## src/rtl/sensor_pkg.sv

```systemverilog
// Shared types for the sensor window averager. Optional min/max fields are
// present only when SENSOR_WINDOW_MINMAX_EN is defined.
package sensor_pkg;

  localparam int SENSOR_DATA_W = 8;

  typedef logic [SENSOR_DATA_W-1:0] sensor_sample_t;

  typedef struct packed {
    sensor_sample_t avg;
`ifdef SENSOR_WINDOW_MINMAX_EN
    sensor_sample_t min;
    sensor_sample_t max;
`endif
  } window_result_t;

  typedef enum logic {
    ACC_IDLE = 1'b0,
    ACC_FILL = 1'b1
  } acc_state_e;

  typedef enum logic {
    BUF_EMPTY = 1'b0,
    BUF_FULL  = 1'b1
  } buf_state_e;

`ifdef SENSOR_WINDOW_MINMAX_EN
  function automatic sensor_sample_t sample_min(input sensor_sample_t a, input sensor_sample_t b);
    return (a < b) ? a : b;
  endfunction

  function automatic sensor_sample_t sample_max(input sensor_sample_t a, input sensor_sample_t b);
    return (a > b) ? a : b;
  endfunction
`endif

endpackage

```

## src/rtl/sensor_window_accum.sv

```systemverilog
// Window accumulator: sums 2^LOG2_N qualified samples and strobes done_o with
// the window result in the cycle the final sample is presented.
module sensor_window_accum
  import sensor_pkg::*;
#(
  parameter int LOG2_N = 3
) (
  input  logic           clk,
  input  logic           reset,
  input  sensor_sample_t sample_in_i,
  input  logic           sample_en_i,
  output logic           busy_o,
  output logic           done_o,
  output window_result_t result_o
);

  localparam int ACC_W = SENSOR_DATA_W + LOG2_N;
  // A zero-bit counter is not legal, so LOG2_N=0 keeps one bit pinned at 0.
  localparam int CNT_W = (LOG2_N == 0) ? 1 : LOG2_N;
  localparam logic [CNT_W-1:0] CNT_LAST = CNT_W'((1 << LOG2_N) - 1);

  acc_state_e       state_q, state_d;
  logic [ACC_W-1:0] acc_q, acc_d, sum_s;
  logic [CNT_W-1:0] cnt_q, cnt_d;
  logic             last_s;
`ifdef SENSOR_WINDOW_MINMAX_EN
  sensor_sample_t   min_q, min_d, max_q, max_d, win_min_s, win_max_s;
`endif

  assign sum_s  = acc_q + ACC_W'(sample_in_i);
  assign last_s = (cnt_q == CNT_LAST);
  assign busy_o = (state_q == ACC_FILL);

  // Next-state for count/sum plus the combinational window result.
  always_comb begin
    state_d  = state_q;
    acc_d    = acc_q;
    cnt_d    = cnt_q;
    done_o   = 1'b0;
    result_o = '0;
    result_o.avg = sum_s[ACC_W-1 -: SENSOR_DATA_W];
`ifdef SENSOR_WINDOW_MINMAX_EN
    min_d = min_q;
    max_d = max_q;
    case (state_q)
      ACC_IDLE: begin
        win_min_s = sample_in_i;
        win_max_s = sample_in_i;
      end
      ACC_FILL: begin
        win_min_s = sample_min(min_q, sample_in_i);
        win_max_s = sample_max(max_q, sample_in_i);
      end
      default: begin
        win_min_s = sample_in_i;
        win_max_s = sample_in_i;
      end
    endcase
    result_o.min = win_min_s;
    result_o.max = win_max_s;
`endif
    if (sample_en_i) begin
      if (last_s) begin
        acc_d   = '0;
        cnt_d   = '0;
        state_d = ACC_IDLE;
        done_o  = 1'b1;
      end else begin
        acc_d   = sum_s;
        cnt_d   = cnt_q + 1'b1;
        state_d = ACC_FILL;
`ifdef SENSOR_WINDOW_MINMAX_EN
        min_d   = win_min_s;
        max_d   = win_max_s;
`endif
      end
    end else begin
      state_d = state_q;
    end
  end

  // State, sum and count registers.
  always_ff @(posedge clk) begin
    if (reset) begin
      state_q <= ACC_IDLE;
      acc_q   <= '0;
      cnt_q   <= '0;
`ifdef SENSOR_WINDOW_MINMAX_EN
      min_q   <= '0;
      max_q   <= '0;
`endif
    end else begin
      state_q <= state_d;
      acc_q   <= acc_d;
      cnt_q   <= cnt_d;
`ifdef SENSOR_WINDOW_MINMAX_EN
      min_q   <= min_d;
      max_q   <= max_d;
`endif
    end
  end

endmodule

```

## src/rtl/sensor_window_averager.sv

```systemverilog
// Window averager top: one-entry valid/ready result buffer and saturating
// drop counter. Define SENSOR_WINDOW_MINMAX_EN to add min_out/max_out.
module sensor_window_averager
  import sensor_pkg::*;
#(
  parameter int DATA_W     = SENSOR_DATA_W,
  parameter int LOG2_N     = 3,
  parameter int DROP_CNT_W = 8
) (
  input  logic                  clk,
  input  logic                  reset,
  input  logic [DATA_W-1:0]     sample_in,
  input  logic                  sample_en,
  output logic [DATA_W-1:0]     avg_out,
  output logic                  avg_valid,
  input  logic                  avg_ready,
  output logic                  busy,
`ifdef SENSOR_WINDOW_MINMAX_EN
  output logic [DATA_W-1:0]     min_out,
  output logic [DATA_W-1:0]     max_out,
`endif
  output logic [DROP_CNT_W-1:0] drop_cnt
);

  localparam logic [DROP_CNT_W-1:0] DROP_MAX = {DROP_CNT_W{1'b1}};

  buf_state_e             buf_state_q, buf_state_d;
  window_result_t         res_q, res_d, win_res_s;
  logic [DROP_CNT_W-1:0]  drop_q, drop_d;
  logic                   done_s;

  sensor_window_accum #(
    .LOG2_N (LOG2_N)
  ) u_accum (
    .clk         (clk),
    .reset       (reset),
    .sample_in_i (sample_in),
    .sample_en_i (sample_en),
    .busy_o      (busy),
    .done_o      (done_s),
    .result_o    (win_res_s)
  );

  assign avg_valid = (buf_state_q == BUF_FULL);
  assign avg_out   = res_q.avg;
  assign drop_cnt  = drop_q;
`ifdef SENSOR_WINDOW_MINMAX_EN
  assign min_out   = res_q.min;
  assign max_out   = res_q.max;
`endif

  // Buffer load/drain; a completion into a full, stalled buffer is counted and lost.
  always_comb begin
    buf_state_d = buf_state_q;
    res_d       = res_q;
    drop_d      = drop_q;
    case (buf_state_q)
      BUF_EMPTY: begin
        if (done_s) begin
          res_d       = win_res_s;
          buf_state_d = BUF_FULL;
        end else begin
          buf_state_d = BUF_EMPTY;
        end
      end
      BUF_FULL: begin
        if (done_s && avg_ready) begin
          res_d       = win_res_s;
          buf_state_d = BUF_FULL;
        end else if (done_s) begin
          drop_d      = (drop_q == DROP_MAX) ? drop_q : drop_q + 1'b1;
        end else if (avg_ready) begin
          buf_state_d = BUF_EMPTY;
        end else begin
          buf_state_d = BUF_FULL;
        end
      end
      default: begin
        buf_state_d = BUF_EMPTY;
      end
    endcase
  end

  // Output buffer and drop counter registers.
  always_ff @(posedge clk) begin
    if (reset) begin
      buf_state_q <= BUF_EMPTY;
      res_q       <= '0;
      drop_q      <= '0;
    end else begin
      buf_state_q <= buf_state_d;
      res_q       <= res_d;
      drop_q      <= drop_d;
    end
  end

endmodule

```

## config.mk

```make
export PLATFORM = sky130hd
export DESIGN_NAME = sensor_window_averager
export DESIGN_NICKNAME = d
export VERILOG_FILES = /design/src/rtl/sensor_pkg.sv /design/src/rtl/sensor_window_accum.sv /design/src/rtl/sensor_window_averager.sv
export SDC_FILE = /design/constraint.sdc
export NUM_CORES = 1
export LEC_CHECK = 0
export BUFFER_PORTS_ARGS = -buffer_cell sky130_fd_sc_hd__buf_2
export CORE_UTILIZATION = 40
export CTS_BUF_LIST = sky130_fd_sc_hd__clkbuf_8
export DETAILED_ROUTE_END_ITERATION = 10
export PLACE_DENSITY = 0.7
export SLEW_MARGIN = 20
export SYNTH_ARGS = -nofsm -noshare
export SYNTH_HDL_FRONTEND = slang
export SYNTH_SLANG_ARGS = --single-unit
```

## constraint.sdc

```tcl
create_clock -name clk -period 2.86 [get_ports clk]
set_input_delay 0.143 -clock clk [delete_from_list [all_inputs] [get_ports clk]]
set_output_delay 0.143 -clock clk [all_outputs]
set_load 0.1 [all_outputs]
```

After elaboration in Yosys (flattened, before gate mapping)
Cells that the tools add are included.
{"block": "word_totals", "register_bits": 32, "latchBits": 0, "ram_bits": 0, "romBits": 0, "out_inout_bits": 18, "elab_cells": 32, "n_memories": 0}
{"block": "classes", "addsub": 3, "n_mul": 0, "div_mod_pow": 0, "order_cmp": 0, "eq_ne": 4, "n_shift": 0, "muxes": 13, "n_bitwise": 3, "reduce_logical": 3}
{"cell": "2-to-1 mux 8 bit", "n": 2}
{"cell": "one-hot mux 8 bit (2 select lines)", "n": 1}
{"cell": "adder 11 x 8 -> 11 bit", "n": 1}
{"cell": "2-to-1 mux 11 bit", "n": 1}
{"cell": "adder 8 x 1 -> 8 bit, second input constant", "n": 1}
{"cell": "equality test 8 bit, second input constant", "n": 1}
{"cell": "2-to-1 mux 1 bit", "n": 7}
{"cell": "AND reduction 4 bit", "n": 1}
{"cell": "adder 3 x 1 -> 3 bit, second input constant", "n": 1}
{"cell": "equality test 3 bit, second input constant", "n": 1}
{"cell": "2-to-1 mux 3 bit", "n": 1}
{"cell": "inverter 1 bit", "n": 3}
{"cell": "inequality test 2 x 1 -> 1 bit, second input constant", "n": 1}
{"cell": "inequality test 2 bit, second input constant", "n": 1}
{"cell": "one-hot mux 1 bit (2 select lines)", "n": 1}
{"cell": "AND reduction 2 bit", "n": 1}
{"cell": "logical AND 1 bit", "n": 1}

Logic depth before layout (Yosys ltp)
Gate-level depths: netlist of run 1.
{"block": "logic_depth", "ltp_word": 6, "depth_mapped": 8}

Cells and area by module
A second synthesis of run 1 with hierarchy kept.
{"block": "unflattened", "hier_cells": 200, "hier_area_um2": 1776.7}
{"module": "sensor_window_accum", "n_inst": 1, "cells_each": 110, "area_per_inst_um2": 983.4}
{"module": "sensor_window_averager", "n_inst": 1, "cells_each": 90, "area_per_inst_um2": 793.3}

Worst setup path before layout of run 1
Ideal clock, no wire load.
{"block": "synth_timing", "path_type": "flip-flop to flip-flop", "startpoint": "register buf_state_q, in the netlist avg_valid", "endpoint": "register drop_q[5], in the netlist drop_cnt[5]", "arrival_ns": 2.075, "t_required_ns": 2.793, "setup_slack_ns": 0.718, "path_stages_with_launch": 6, "path_buffers": 0, "synth_period_minus_slack_ns": 2.142, "path_cell_list": "dfxtp_1 > nand4b_1 > a311oi_1 > nand3_1 > xor2_1 > nor2_1"}
{"block": "synth_via", "elab_chain_cells": 1}
{"element": "from (decl)", "line_no": "sensor_window_averager.sv:27", "source": "buf_state_e buf_state_q, buf_state_d;"}
{"element": "from (signal assigned)", "line_no": "sensor_window_averager.sv:91", "source": "buf_state_q <= buf_state_d;"}
{"element": "AND reduction 4 bit (no line)"}
{"element": "to (signal assigned)", "line_no": "sensor_window_averager.sv:93", "source": "drop_q <= drop_d;"}
{"element": "to (decl)", "line_no": "sensor_window_averager.sv:29", "source": "logic [DROP_CNT_W-1:0] drop_q, drop_d;"}
No other way between the ends.
A chain may end at the register's enable or synchronous reset.

Worst setup path in the final report of run 1
{"block": "layout_timing", "startpoint": "register u_accum.acc_q[0]", "endpoint": "register res_q (netlist bit avg_out[5])"}
{"block": "layout_via", "elab_chain_cells": 3, "elab_cells_between_ends": 4, "cone_classes": "1 x add/sub; 3 x mux"}
{"element": "from (decl)", "line_no": "sensor_window_accum.sv:23", "source": "logic [ACC_W-1:0] acc_q, acc_d, sum_s;"}
{"element": "from (signal assigned)", "line_no": "sensor_window_accum.sv:86", "source": "acc_q <= '0;"}
{"element": "from (signal assigned)", "line_no": "sensor_window_accum.sv:94", "source": "acc_q <= acc_d;"}
{"element": "adder 11 x 8 -> 11 bit *", "line_no": "sensor_window_accum.sv:30", "source": "assign sum_s = acc_q + ACC_W'(sample_in_i);"}
{"element": "2-to-1 mux 8 bit, on equally long branches", "line_no": "sensor_window_averager.sv:67, sensor_window_averager.sv:59"}
{"element": "one-hot mux 8 bit (2 select lines) *", "line_no": "sensor_window_averager.sv:57", "source": "case (buf_state_q)"}
{"element": "to (signal assigned)", "line_no": "sensor_window_averager.sv:92", "source": "res_q <= res_d;"}
{"element": "to (decl)", "line_no": "sensor_window_averager.sv:28", "source": "window_result_t res_q, res_d, win_res_s;"}
Mark *: on every way between the ends. The rest lies on a longest branch, timed or not. The select of a mux whose other input is x is not followed.

==> results of run 1 <==
[metrics by stage]
stage	power, mW	cell area, µm²	hold slack [ps]
finish	1.07	1960	208
detailed placement	0.657	1850	445
CTS	1.08	1960	193
global placement	0.656	1850	439
global route	1.12	1960	210
floorplan	0.625	1690	358
[power by group through the flow]
stage / sequential (mW) / combinational (mW) / clock [mW]
after floorplan: 0.491 / 0.134 / 0
after global placement: 0.486 / 0.170 / 0
after detailed placement: 0.486 / 0.171 / 0
after CTS: 0.476 / 0.172 / 0.436
after global routing: 0.478 / 0.194 / 0.452
final: 0.477 / 0.173 / 0.420
[how the worst max path moves through the flow]
stage	from	end	slack [ps]	cells past startpoint
floorplan	avg_valid$_SDFF_PP0_	drop_cnt[5]$_SDFFE_PP0P_	720	5
global placement	u_accum.acc_q[0]$_SDFFE_PP0P_	avg_out[5]$_SDFFE_PP0P_	770	7
detailed placement	u_accum.acc_q[0]$_SDFFE_PP0P_	avg_out[5]$_SDFFE_PP0P_	740	7
CTS	u_accum.acc_q[0]$_SDFFE_PP0P_	avg_out[5]$_SDFFE_PP0P_	740	7
global route	u_accum.acc_q[0]$_SDFFE_PP0P_	avg_out[5]$_SDFFE_PP0P_	610	7
finish	u_accum.acc_q[0]$_SDFFE_PP0P_	avg_out[5]$_SDFFE_PP0P_	730	7
[per-layer routing]
metal	part of all wire	track usage	up-vias
met5	0	0	-
met4	0.024	0.0957	0
met3	0.041	0.0514	6
met2	0.44	0.236	28
met1	0.50	0.237	652
li1	-	-	760
[critical path, delay by kind of cell (launching register included)]
family          cells  cell delay, ps
compound gates      4            1000
flops               1             310
simple gates        1              80
fa+ha+maj           2             640
[cells in the final DEF, fill, tap and decap left out, types with 2 or more instances in the layout]
cell type	count
and4_1	2
nand3_1	8
dfxtp_1	32
a311oi_1	3
buf_4	2
inv_1	5
or4_1	2
a211oi_1	3
xnor2_1	5
nor3_1	2
o211ai_1	4
o21ai_0	4
nor2_1	22
or2b_1	2
a21o_1	4
nand4b_1	2
a21oi_1	18
a22oi_1	6
mux2i_1	3
a211o_1	3
buf_2	29
or3_1	3
ha_1	11
clkbuf_8	5
nand2_1	20
xor2_1	7
nand2b_1	2
a31oi_1	2
[registers in the layout (all words and copies together) (netlist names)]
register        count
u_accum.acc_q      11
avg_out             8
drop_cnt            8
u_accum.cnt_q       3
avg_valid           1
u_accum.busy_o      1
[logic make-up after synthesis]
family                   after synthesis  synth area share
multiplexers                           3            0.0178
buffers and inverters                 12            0.0451
XOR/XNOR                              12            0.0621
AND/OR/NAND/NOR                       72             0.211
AO/OA/AOI/OAI                         50             0.192
adder cells (fa/ha/maj)               12            0.0932
flip-flops                            32             0.379
[cell type report]
class	count	area (µm²)	share of cell area
Clock inverter	3	38.8	0.0198
Timing Repair Buffer	31	160	0.0817
Clock buffer	5	68.8	0.0351
Sequential cell	32	641	0.327
Inverter	4	15.0	0.00766
Tap cell	50	62.6	0.0319
Multi-Input combinational cell	149	975	0.497
==> flow_metrics.env, run 1 <==
export IMPL_wire_per_inst_um=12.8
export IMPL_worstPathCellList="ha_1 -> fa_1 -> a211oi_1 -> o21ai_1 -> a31oi_1 -> nor4_1 -> a211o_1"
export IMPL_core_area_um2=4030
export IMPL_cts_buffers=5
export IMPL_synth_seq_area_share=0.379
export IMPL_postSynthNetCount=217
export IMPL_crit_path_end_kind="flop"
export IMPL_vias_per_cell=5.28
export IMPL_hold_viol=0
export IMPL_pwr_share_clk=0.393
export IMPL_cts_hold_buf=0
export IMPL_worstRegToRegCells=7
export IMPL_utilization=0.487
export IMPL_hold_depth=3
export IMPL_die_w_um=67.0
export IMPL_synth_cell_types=39
export IMPL_clkTransAtPathRegs_ps=70
export IMPL_critical_path_slowest_cell="fa_1"
export IMPL_htreeDepth=2
export IMPL_fmax_ghz=0.471
export IMPL_synth_edf_count=0
export IMPL_worstMarginPinSlew_ps=675
export IMPL_antenna_found_initial=0
export IMPL_rsz0062_at_grt="no"
export IMPL_holdPathEnd="avg_valid$_SDFF_PP0_"
export IMPL_areaGrowthSynthToFinish_pct=15.9
export IMPL_p_seq_frac=0.445
export IMPL_cts_tree="done"
export IMPL_final_max_slew_viol_count=0
export IMPL_hold_path_class="input pin to flop"
export IMPL_ctsResizeCount=0
export IMPL_r2r_setup_slack_ps=730
export IMPL_io_pins=30
export IMPL_start_util=0.420
export IMPL_p_per_area_nw_per_um2=546
export IMPL_setup_violations=0
export IMPL_period_share=0.743
export IMPL_critPathRequiredTime_ps=3040
export IMPL_n_antenna_cell=0
export IMPL_drive_above_1_share=0.179
export IMPL_syn_inst=193
export IMPL_port_buffers=29
export IMPL_worstPathArrival_ps=2310
export IMPL_synth_top_area_share=0.379
export IMPL_max_stage_delay_ps=430
export IMPL_firstDrtPassIters=4
export IMPL_grt_max_degree=37
export IMPL_cap_viol_max_count=0
export IMPL_num_rows=23
export IMPL_track_usage=0.173
export IMPL_status="finished, final reports clean"
export IMPL_setup_slack_ps=735
export IMPL_dp_slack_ps=740
export IMPL_p_leak_nw=0.851
export IMPL_p_sw_uw=282
export IMPL_post_cts_buffers=0
export IMPL_synthFlopType="dfxtp_1"
export IMPL_start_kind="flop"
export IMPL_yosys_warnings=0
export IMPL_globalplace_congestion=0.809
export IMPL_p_comb_frac=0.162
export IMPL_synth_largest_area_cell="dfxtp_1"
export IMPL_final_cells=274
export IMPL_num_vias=1446
export IMPL_p_int_uw=788
export IMPL_drc=0
export IMPL_crit_fanout=3
export IMPL_grt_ovfl_total=0
export IMPL_dieArea_um2=4490
export IMPL_ys_top_cells_by_count="dfxtp_1 (32), nor2_1 (22), nand2_1 (20)"
export IMPL_clock_sinks=32
export IMPL_crit_type="flop to flop"
export IMPL_cts_root_buffer="clkbuf_8"
export IMPL_setup_tns_ps=0
export IMPL_synth_area_leaders="dfxtp_1 (38%), ha_1 (8.1%), a21oi_1 (5.3%)"
export IMPL_fill_cells=412
export IMPL_dp_cells=266
export IMPL_power_switching_fraction=0.264
export IMPL_ir_drop_v=0.000236
export IMPL_post_route_min_period_ps=2130
export IMPL_syn_mean_instance_area_um2=8.76
export IMPL_r2r_end="avg_out[5]$_SDFFE_PP0P_"
export IMPL_mappedNetlistArea_um2=1690
export IMPL_ys_ff_latch=32
export IMPL_dp_hpwl_mm=2.49
export IMPL_clkLatencyLatePin_ps=290
export IMPL_async_flop_share=0
export IMPL_wirelength_mm=3.50
export IMPL_drt_iter0_markers=73
export IMPL_hp_start="avg_ready"
export IMPL_grt_pass1_wl_mm=5.64
export IMPL_relSlewSlack=0.548
export IMPL_grt_pass1_vias=1224
export IMPL_synth_most_common_cell="dfxtp_1"
export IMPL_chipHeight_um=67.0
export IMPL_cts_buffer_depth=2
export IMPL_fin_skew_ps=7.49
export IMPL_r2r_start="u_accum.acc_q[0]$_SDFFE_PP0P_"
export IMPL_nets=247
export IMPL_ant_nets=0
Power figures use the tool's default switching activity.
==> inputs of run 2 (changes only) <==
- PLACE_DENSITY: 0.7 -> 0.73
- clock period: 2.86 -> 1.8 ns (I/O delays scaled with it)
==> run 2 against run 1 <==
- the run now ends with negative setup slack left
- clock-buffer cell count unchanged
- worst hold slack got worse by 68 ps
- sequential share of layout area decreased by 2.8 points
- cell area increased by 13%
==> flow_metrics.env, run 2 (synthesis gave the netlist of run 1 again) <==
export IMPL_fin_skew_ps=5.44
export IMPL_worstPathArrival_ps=2020
export IMPL_port_buffers=29
export IMPL_r2r_end="avg_out[5]$_SDFFE_PP0P_"
export IMPL_power_switching_fraction=0.274
export IMPL_crit_fanout=3
export IMPL_num_vias=1545
export IMPL_cap_viol_max_count=0
export IMPL_post_route_min_period_ps=1850
export IMPL_clock_sinks=32
export IMPL_globalplace_congestion=0.815
export IMPL_core_area_um2=4030
export IMPL_antenna_found_initial=0
export IMPL_pwr_share_clk=0.375
export IMPL_dieArea_um2=4490
export IMPL_period_share=1.03
export IMPL_final_common_cell="buf_2"
export IMPL_cts_tree="done"
export IMPL_critPathRequiredTime_ps=1980
export IMPL_cts_hold_buf=0
export IMPL_die_w_um=67.0
export IMPL_setup_slack_ps=-45.0
export IMPL_worstRegToRegCells=7
export IMPL_top_register="u_accum.acc_q"
export IMPL_grt_ovfl_total=0
export IMPL_drt_iter0_markers=55
export IMPL_p_int_mw=1.31
export IMPL_track_usage=0.182
export IMPL_setup_tns_ps=-45.3
export IMPL_areaGrowthSynthToFinish_pct=30.5
export IMPL_vias_per_cell=5.36
export IMPL_drc=0
export IMPL_crit_end="avg_out[5]$_SDFFE_PP0P_"
export IMPL_mostFrequentLayoutCells="buf_2 (29), nor2_1 (22), nand2_1 (20)"
export IMPL_wirelength_mm=3.90
export IMPL_grt_pass1_vias=1319
export IMPL_htreeDepth=2
export IMPL_start_kind="flop"
export IMPL_io_pins=30
export IMPL_cts_root_buffer="clkbuf_8"
export IMPL_largest_reg_flops=11
export IMPL_crit_type="flop to flop"
export IMPL_worstMarginPinSlew_ps=486
export IMPL_grt_max_degree=24
export IMPL_fmax_ghz=0.542
export IMPL_p_sw_uw=495
export IMPL_status="complete, but fails checks"
export IMPL_p_seq_frac=0.422
export IMPL_cts_buffers=5
export IMPL_n_antenna_cell=0
export IMPL_setup_violations=2
export IMPL_nets=261
export IMPL_clkLatencyLatePin_ps=290
export IMPL_start_util=0.420
export IMPL_ir_drop_v=0.000498
export IMPL_firstDrtPassIters=4
export IMPL_hold_path_class="input pin to flop"
export IMPL_power_mw=1.81
export IMPL_dp_hpwl_mm=2.63
export IMPL_final_max_slew_viol_count=0
export IMPL_hold_viol=0
export IMPL_startpoint="u_accum.acc_q[0]$_SDFFE_PP0P_"
export IMPL_cts_buffer_depth=2
export IMPL_p_comb_frac=0.203
export IMPL_num_rows=23
export IMPL_relSlewSlack=0.678
export IMPL_rsz0062_at_grt="yes"
export IMPL_violations="negative setup slack"
export IMPL_chipHeight_um=67.0
export IMPL_crit_path_end_kind="flop"
export IMPL_ant_nets=0
export IMPL_grt_pass1_wl_mm=5.93
export IMPL_drive_above_1_share=0.366
export IMPL_r2r_start="u_accum.acc_q[0]$_SDFFE_PP0P_"
export IMPL_clkTransAtPathRegs_ps=70
export IMPL_r2r_setup_slack_ps=-50
export IMPL_p_per_area_nw_per_um2=818
export IMPL_wire_per_inst_um=13.5
export IMPL_p_leak_nw=0.931
[run 2: changes by cell type in the layout (fill, tap and decap cells not counted), sizes merged]
| cell | before | now |
|---|---|---|
| buf | 31 | 45 |
[run 2: layer usage]
layer  up-vias  GRT usage  wire (µm)
met3        12     0.0565        155
met1       717      0.236       1810
met5         -          0          0
met2        28      0.270       1810
met4         0     0.0878        126
li1        788          -          -
[run 2: how the worst min path moves through the flow]
stage,slack [ps],endpoint,cells after the start,from
detailed placement,430,avg_valid$_SDFF_PP0_,3,avg_ready
global placement,430,avg_valid$_SDFF_PP0_,3,avg_ready
global route,150,u_accum.acc_q[6]$_SDFFE_PP0P_,2,reset
CTS,130,avg_valid$_SDFF_PP0_,3,avg_ready
finish,140,avg_valid$_SDFF_PP0_,3,avg_ready
floorplan,300,avg_valid$_SDFF_PP0_,2,avg_ready
[run 2: worst max-delay path, stage by stage, from the launching register on]
cell and delay [ps]:
dfxtp_2 340, ha_4 160, fa_2 350, a211oi_2 290, o21ai_2 120, a31oi_2 180, nor4_1 80, a211o_1 230
[run 2: final cells by class]
class                           count  area (µm²)
Clock buffer                        5        68.8
Inverter                            4        15.0
Fill cell                         383        1820
Timing Repair Buffer               45         265
Tap cell                           50        62.6
Sequential cell                    32         659
Multi-Input combinational cell    149        1100
Clock inverter                      3        38.8
[run 2: what timing repair did]
item / in CTS / in global routing
gates resized for setup: 4 / 24
setup endpoints to repair: 4 / 19
buffers inserted: 0 / 1
endpoints found under the hold margin: 0 / 0
pin swaps: 3 / 23
[run 2: power groups by stage]
stage          Clock (mW)  Sequential, mW  Combinational [mW]
6_report            0.677           0.763               0.367
5_1_grt             0.734           0.766               0.405
4_1_cts             0.692           0.756               0.319
3_5_place_dp            0           0.772               0.308
3_3_place_gp            0           0.771               0.304
2_1_floorplan           0           0.779               0.217
[run 2: per-stage QoR]
| step | hold slack, ps | worst slack, ps | utilization | instances | instance area (µm²) |
|---|---|---|---|---|---|
| global placement | 427 | -58.5 | 0.489 | 279 | 1970 |
| floorplan | 298 | 0.000777 | - | 193 | 1710 |
| CTS | 126 | -44.8 | 0.520 | 287 | 2090 |
| detailed placement | 433 | -86.0 | 0.489 | 279 | 1970 |
| global route | 149 | -126 | 0.548 | 288 | 2210 |
| finish | 140 | -45.0 | 0.548 | 288 | 2210 |
